--- src/rtl/countdown_pkg.sv ---
// Shared types and rate-select encodings for the countdown timer.
package countdown_pkg;

  typedef enum logic [1:0] {
    IDLE = 2'd0,
    RUN  = 2'd1,
    DONE = 2'd2
  } state_t;

  localparam logic [1:0] RATE_FAST = 2'b00;
  localparam logic [1:0] RATE_1HZ  = 2'b01;
  localparam logic [1:0] RATE_HALF = 2'b10;
  localparam logic [1:0] RATE_QTR  = 2'b11;

endpackage

--- src/rtl/rate_divider.sv ---
// Tick generator: a down-counting divider that is reloaded with the period
// selected by i_rate_sel each time it reaches zero or is restarted.
module rate_divider
  import countdown_pkg::*;
#(
  parameter int CLK_HZ = 50000000
) (
  input  logic       i_clk,
  input  logic       i_rst,
  input  logic       i_run,
  input  logic       i_enable,
  input  logic       i_restart,
  input  logic [1:0] i_rate_sel,
  output logic       o_tick
);

  localparam int DIV_W = $clog2(4 * CLK_HZ);

  logic [DIV_W-1:0] r_div;
  logic [DIV_W-1:0] w_period_m1;

  // Rate select is only consulted when the counter reloads, so a change
  // mid-period never shortens or stretches the period in flight.
  always_comb begin
    w_period_m1 = '0;
    case (i_rate_sel)
      RATE_FAST: w_period_m1 = '0;
      RATE_1HZ:  w_period_m1 = DIV_W'(CLK_HZ - 1);
      RATE_HALF: w_period_m1 = DIV_W'(2 * CLK_HZ - 1);
      RATE_QTR:  w_period_m1 = DIV_W'(4 * CLK_HZ - 1);
      default:   w_period_m1 = '0;
    endcase
  end

  // NOTE: sequential state uses non-blocking assignments so every register
  // samples values from before the edge, independent of statement order.
  always_ff @(posedge i_clk or posedge i_rst) begin
    if (i_rst) begin
      r_div <= '0;
    end else if (i_restart) begin
      r_div <= w_period_m1;
    end else if (i_run && i_enable) begin
      r_div <= (r_div == '0) ? w_period_m1 : r_div - 1'b1;
    end
  end

  assign o_tick = i_run & i_enable & (r_div == '0) & ~i_restart;

endmodule

--- src/rtl/countdown_timer.sv ---
// Loadable down-counter with selectable tick rate and one-cycle expiry pulse.
// Define AUTO_RELOAD_EN to wrap back to the loaded value instead of stopping.
module countdown_timer
  import countdown_pkg::*;
#(
  parameter int CLK_HZ = 50000000,
  parameter int WIDTH  = 8
) (
  input  logic             i_clk,
  input  logic             i_rst,
  input  logic             i_load,
  input  logic [WIDTH-1:0] i_load_value,
  input  logic             i_enable,
  input  logic [1:0]       i_rate_sel,
  output logic [WIDTH-1:0] o_q,
  output logic             o_running,
  output logic             o_done,
  output logic             o_tick
);

  state_t           r_state, w_state_next;
  logic [WIDTH-1:0] r_q, w_q_next;
  logic             r_done, w_done_next;
  logic             w_run;
  logic             w_tick;
`ifdef AUTO_RELOAD_EN
  logic [WIDTH-1:0] r_reload, w_reload_next;
`endif

  assign w_run = (r_state == RUN);

  rate_divider #(
    .CLK_HZ(CLK_HZ)
  ) u_rate_divider (
    .i_clk      (i_clk),
    .i_rst      (i_rst),
    .i_run      (w_run),
    .i_enable   (i_enable),
    .i_restart  (i_load),
    .i_rate_sel (i_rate_sel),
    .o_tick     (w_tick)
  );

  // NOTE: every output of this block gets a default first, so no path can
  // leave a value unassigned and infer a latch.
  always_comb begin
    w_state_next = r_state;
    w_q_next     = r_q;
    w_done_next  = 1'b0;
`ifdef AUTO_RELOAD_EN
    w_reload_next = r_reload;
`endif
    if (i_load) begin
      w_q_next = i_load_value;
`ifdef AUTO_RELOAD_EN
      w_reload_next = i_load_value;
`endif
      if (i_load_value != '0) begin
        w_state_next = RUN;
      end else begin
        w_state_next = DONE;
        w_done_next  = 1'b1;
      end
    end else begin
      case (r_state)
        RUN: begin
          if (w_tick) begin
            if (r_q == WIDTH'(1)) begin
`ifdef AUTO_RELOAD_EN
              w_q_next     = r_reload;
              w_done_next  = 1'b1;
`else
              w_q_next     = '0;
              w_state_next = DONE;
              w_done_next  = 1'b1;
`endif
            end else begin
              w_q_next = r_q - 1'b1;
            end
          end
        end
        DONE:    w_state_next = IDLE;
        IDLE:    w_state_next = IDLE;
        default: w_state_next = IDLE;
      endcase
    end
  end

  always_ff @(posedge i_clk or posedge i_rst) begin
    if (i_rst) begin
      r_state  <= IDLE;
      r_q      <= '0;
      r_done   <= 1'b0;
`ifdef AUTO_RELOAD_EN
      r_reload <= '0;
`endif
    end else begin
      r_state  <= w_state_next;
      r_q      <= w_q_next;
      r_done   <= w_done_next;
`ifdef AUTO_RELOAD_EN
      r_reload <= w_reload_next;
`endif
    end
  end

  assign o_q       = r_q;
  assign o_running = w_run;
  assign o_done    = r_done;
  assign o_tick    = w_tick;

endmodule
--- config.mk ---
export PLATFORM = sky130hd
export DESIGN_NAME = countdown_timer
export DESIGN_NICKNAME = d
export VERILOG_FILES = /design/src/rtl/countdown_pkg.sv /design/src/rtl/rate_divider.sv /design/src/rtl/countdown_timer.sv
export SDC_FILE = /design/constraint.sdc
export NUM_CORES = 1
export LEC_CHECK = 0
export CORE_UTILIZATION = 40
export CTS_BUF_LIST = sky130_fd_sc_hd__clkbuf_4
export CTS_CLUSTER_DIAMETER = 30
export CTS_CLUSTER_SIZE = 30
export DETAILED_ROUTE_END_ITERATION = 7
export GPL_TIMING_DRIVEN = 0
export SLEW_MARGIN = 40
export SYNTH_ARGS = -nofsm -noshare
export SYNTH_HDL_FRONTEND = slang
export SYNTH_SLANG_ARGS = --single-unit
export TNS_END_PERCENT = 10
--- constraint.sdc ---
create_clock -name i_clk -period 4.2 [get_ports i_clk]
set_input_delay 0.63 -clock i_clk [delete_from_list [all_inputs] [get_ports i_clk]]
set_output_delay 0.63 -clock i_clk [all_outputs]
set_load 0.005 [all_outputs]
# Yosys cells after proc, flatten, opt, wreduce, memory -nomap -nowiden
# Cells that the tools add are included.
[word_totals] latch_bits=0 n_memories=0 romBits=0 ram_bits=0 register_bits=39
[classes] addsub=2 div=0 n_eq_ne=7 order_cmp=0 reduce_logical=9 mux=18 multipliers=0 n_bitwise=4 shifts=0
[op_table] operator="one-hot mux 28 bit (4 select lines)" count=1
[op_table] operator="two-way mux 28 bit" count=3
[op_table] operator="two-way mux 8 bit" count=4
[op_table] operator="zero test 28 bit" count=1
[op_table] operator="subtractor 28 x 1 -> 28 bit (second input constant)" count=1
[op_table] operator="two-way mux 2 bit" count=5
[op_table] operator="== test 8 x 1 -> 1 bit (second input constant)" count=1
[op_table] operator="nonzero test 8 bit" count=1
[op_table] operator="subtractor 8 x 1 -> 8 bit (second input constant)" count=1
[op_table] operator="inequality test 3 bit (second input constant)" count=2
[op_table] operator="nonzero test 2 bit" count=3
[op_table] operator="two-way mux 1 bit" count=5
[op_table] operator="== test 2 x 1 -> 1 bit (second input constant)" count=2
[op_table] operator="== test 2 bit (second input constant)" count=2
[op_table] operator="AND reduction 2 bit" count=2
[op_table] operator="bitwise AND 1 bit" count=3
[op_table] operator="zero test 2 bit" count=1
[op_table] operator="logical AND 1 bit" count=1
[op_table] operator="inverter 1 bit" count=1

# Longest topological paths before layout
[depth] ltp_word=7 mapped_depth=9 depth_no_buf=7

# Cells and area by module
# Synthesis repeated with hierarchy kept, for this count alone.
[unflattened] hier_cells=327 hier_area_um2=2846.5
[modules_own_cells] module="rate_divider" area_each_um2=2164.6 cells_each=253 n_inst=1
[modules_own_cells] module="countdown_timer" area_each_um2=681.9 cells_each=74 n_inst=1

# Worst setup path before layout
# OpenSTA, ideal clock, no wires.
[synth_path] path_type="register to register" from="reg u_rate_divider.r_div[2]" to="reg u_rate_divider.r_div[27]" path_stages_with_launch=6 setup_slack_ps=1761 required_time_ps=4076 arrival_ps=2315 cell_sequence="dfrtp_1 or4_4 or4_4 or4_4 and4_4 a211o_1"
[synth_between] elab_chain_cells=4 elab_cells_between_ends=5
[synth_rtl] item="start: declaration" line_no="rate_divider.sv:19" rtl="logic [DIV_W-1:0] r_div;"
[synth_rtl] item="start signal: assignment" line_no="rate_divider.sv:41" rtl="r_div <= w_period_m1;"
[synth_rtl] item="start signal: assignment" line_no="rate_divider.sv:43" rtl="r_div <= (r_div == '0) ? w_period_m1 : r_div - 1'b1;"
[synth_rtl] item="subtractor 28 x 1 -> 28 bit / zero test 28 bit (equally long branches)" line_no="rate_divider.sv:43"
[synth_rtl] item="two-way mux 28 bit *" line_no="rate_divider.sv:43"
[synth_rtl] item="two-way mux 28 bit *" line_no="rate_divider.sv:42" rtl="end else if (i_run && i_enable) begin"
[synth_rtl] item="two-way mux 28 bit *" line_no="rate_divider.sv:40" rtl="end else if (i_restart) begin"
# Every way passes the cells marked *; elsewhere a longest branch is shown, timed or not. The select of a mux whose other input is x is not followed.
# A chain may end at the register's enable or synchronous reset.

# Worst setup path after layout
[layout_path] from="reg u_rate_divider.r_div[14]" to="out o_tick"
[layout_between] elab_chain_cells=3
[layout_rtl] item="zero test 28 bit" line_no="rate_divider.sv:47" rtl="assign o_tick = i_run & i_enable & (r_div == '0) & ~i_restart;"
[layout_rtl] item="bitwise AND 1 bit (2 in series)" line_no="rate_divider.sv:47"
[layout_rtl] item="end: declaration" line_no="countdown_timer.sv:18" rtl="output logic o_tick"
# Every way passes these cells.

==> impl_metrics.py <==
metrics = {
    "status": {
        "outcome": "complete, no violations",
    },
    "global_route": {
        "first_global_vias": 2470,
        "grt_first_pass_wirelength_um": 13000,
        "grt_max_degree": 40,
        "overflow": 0,
        "grt.total_usage": 0.259,
        "antenna_found_initial": 0,
    },
    "clock_network": {
        "cts_buffers": 5,
        "clock-sinks": 39,
        "clkTransAtPathRegs_ps": 130,
        "cts_resized": 0,
        "clk_path_buf_depth": 2,
        "root_buffer": "clkbuf_4",
        "cts_hold_buf": 0,
        "ctsHtreeMaxLevel": 2,
        "cts_setup_buffers": 0,
        "clock_latency_ps": 370,
        "cts_tree": "done",
    },
    "critical_path": {
        "cp_num_buf_inv": 1,
        "cp_data_required_time_ps": 3570,
        "cpPeakStageDelay_ps": 600,
        "worstSetupStartpointType": "register",
        "cp_slowest_cell": "nor3_1",
        "cp_top_family": "simple AND/OR/NAND/NOR gates",
        "crit_start": "u_rate_divider.r_div[14]$_DFFE_PP0P_",
        "crit_path_end": "o_tick",
        "cp_num_cells": 6,
        "reg2reg_to": "u_rate_divider.r_div[3]$_DFFE_PP0P_",
        "crit_top_cell": "nor2_1",
        "crit_arrival_ps": 2880,
        "r2r_slack_ps": 1180,
        "path_cells": "nor3_1 > nand4_1 > nor2_1 > nand2_1 > nor2_1 > clkdlybuf4s50_1",
        "r2r_cells": 7,
        "rr_startpoint": "u_rate_divider.r_div[14]$_DFFE_PP0P_",
        "endpoint_kind": "output port",
        "critPathMaxFanout": 7,
        "crit_type": "reg2out",
    },
    "finish": {
        "drive_above_1_share": 0.0776,
        "n_antenna_cell": 0,
        "area_delta_synth_final_pct": 15.8,
        "final_cell_area_mm2": 0.00299,
        "mostFrequentLayoutCell": "dfrtp_1",
        "fillers": 610,
        "fin_nets": 356,
        "final_cell_mix": "dfrtp_1, nor2_1, nor3_1",
    },
    "die": {
        "io_pins": 25,
        "die_w_um": 82.3,
        "die_area_mm2": 0.00677,
        "core_mm2": 0.00606,
        "fp.dieH_um": 82.3,
        "start_util": 0.425,
        "rows": 28,
    },
    "yosys": {
        "syn_nets": 325,
        "async_flop_share": 1.00,
        "yosys_warnings": 0,
        "synth-seq-cells": 39,
        "syn_area_mm2": 0.00258,
        "synthCells": 303,
        "ys.flop_type": "dfrtp_1",
        "syn-mean-instance-area_um2": 8.51,
        "synth.top_cell.area_share": 0.378,
        "synth_cell_types": 54,
        "seq_area_frac_synth": 0.378,
        "yosysTopAreaCell": "dfrtp_1",
        "synth_area_leaders": "dfrtp_1, nor3_1, nor2_1",
        "synth-edff-count": 0,
    },
    "placement": {
        "dp_hpwl_um": 5740,
        "dpl_cell_area_mm2": 0.00293,
        "io_buffers": 24,
        "gp_congestion": 0.924,
    },
    "drt": {
        "drt_iter0_drc": 299,
        "num_vias": 2674,
        "wirelength_um": 8110,
        "wl_per_cell_um": 19.8,
        "drtPass1Iterations": 6,
        "drc": 0,
        "viasPerCell": 6.52,
        "detail-route-antenna-nets": 0,
    },
    "job": {
        "drv_cap": 0,
    },
    "timing": {
        "finalHoldViolations": 0,
        "tns_ps": 0,
        "rsz0062_at_grt": "false",
        "min_period_ps": 3510,
        "setup_violations": 0,
        "period_share": 0.835,
        "max-slew-margin-rel": 0.543,
        "slew_violations": 0,
        "max_slew.worst_pin.slew_ps": 680,
        "finalClockSkew_ps": 11.4,
        "fmax_ghz": 0.285,
    },
    "worst_hold_path": {
        "hp-class": "reg2reg",
    },
    "power": {
        "ir_drop_mv": 0.135,
        "p_leak_nw": 1.16,
        "pwr_density_cell_mw_per_mm2": 300,
    },
}
## area by class of cell
cell class	count	area, um^2	area share
timing repair buffer	24	240	0.0805
sequential	39	976	0.327
multi-input combinational	237	1520	0.508
tap	75	93.8	0.0314
inverter	13	51.3	0.0172
clock buffer	5	37.5	0.0126
buffer	14	56.3	0.0189
clock inverter	3	15.0	0.00503
## power breakdown
part           internal (mW)  switching, mW  total [mW]
clock network         0.0625          0.142       0.205
registers              0.415         0.0560       0.471
logic                 0.0950          0.123       0.218
total                  0.573          0.322       0.894
## state kept, by name, indices dropped and copies added, names as in the netlist
name	flops
r_state	2
o_done	1
o_q	8
u_rate_divider.r_div	28
## synth_stat cells (all sizes together) (8+ instances only)
cell type,n
nand2,19
dfrtp,39
ha,8
or3,8
nor4,16
nand3,14
nor3,28
nand4,9
clkbuf,11
nor2,36
inv,13
o21ai,11
## worst register-to-register path: stages (launching register included)
cell and delay [ps]:
dfrtp_1 460, nor3_1 600, nand4_1 440, o31ai_1 410, buf_2 300, buf_2 310, nor3_1 80, nor4_1 300
## stage by stage
stage          total power [mW]  cells  hold WS (ps)  setup slack (ps)   util
2_1_floorplan             0.604    303           491              1760      -
3_3_place_gp              0.688    402           520               793  0.481
3_5_place_dp              0.692    402           529               808  0.483
4_1_cts                   0.889    410           549               748  0.492
5_1_grt                   0.943    410           566               478  0.493
6_report                  0.894    410           557               692  0.493
## how the worst min path moves through the flow
stage | from | end | slack [ps] | cells after the start
after CTS | u_rate_divider.r_div[11]$_DFFE_PP0P_ | u_rate_divider.r_div[11]$_DFFE_PP0P_ | 550 | 1
after floorplan | u_rate_divider.r_div[11]$_DFFE_PP0P_ | u_rate_divider.r_div[11]$_DFFE_PP0P_ | 490 | 1
after global placement | u_rate_divider.r_div[11]$_DFFE_PP0P_ | u_rate_divider.r_div[11]$_DFFE_PP0P_ | 520 | 1
after detailed placement | u_rate_divider.r_div[11]$_DFFE_PP0P_ | u_rate_divider.r_div[11]$_DFFE_PP0P_ | 530 | 1
final | u_rate_divider.r_div[11]$_DFFE_PP0P_ | u_rate_divider.r_div[11]$_DFFE_PP0P_ | 560 | 1
after global routing | u_rate_divider.r_div[11]$_DFFE_PP0P_ | u_rate_divider.r_div[11]$_DFFE_PP0P_ | 570 | 1
## logic make-up after synthesis
family                     synth area share
and+or+nand+nor                       0.323
AOI/OAI and AO/OA                     0.207
DFF                                   0.378
buffers and inverters                0.0408
adders and majority gates            0.0388
muxes                                0.0121
## metal layers
| layer | global-route usage | vias up | share of wire |
|---|---|---|---|
| met3 | 0.0484 | 31 | 0.070 |
| met2 | 0.413 | 112 | 0.46 |
| met4 | 0.0860 | 0 | 0.029 |
| met1 | 0.353 | 1291 | 0.44 |
| li1 | - | 1240 | - |
| met5 | 0 | - | 0 |
No activity file was read; power rests on OpenSTA's default activity.
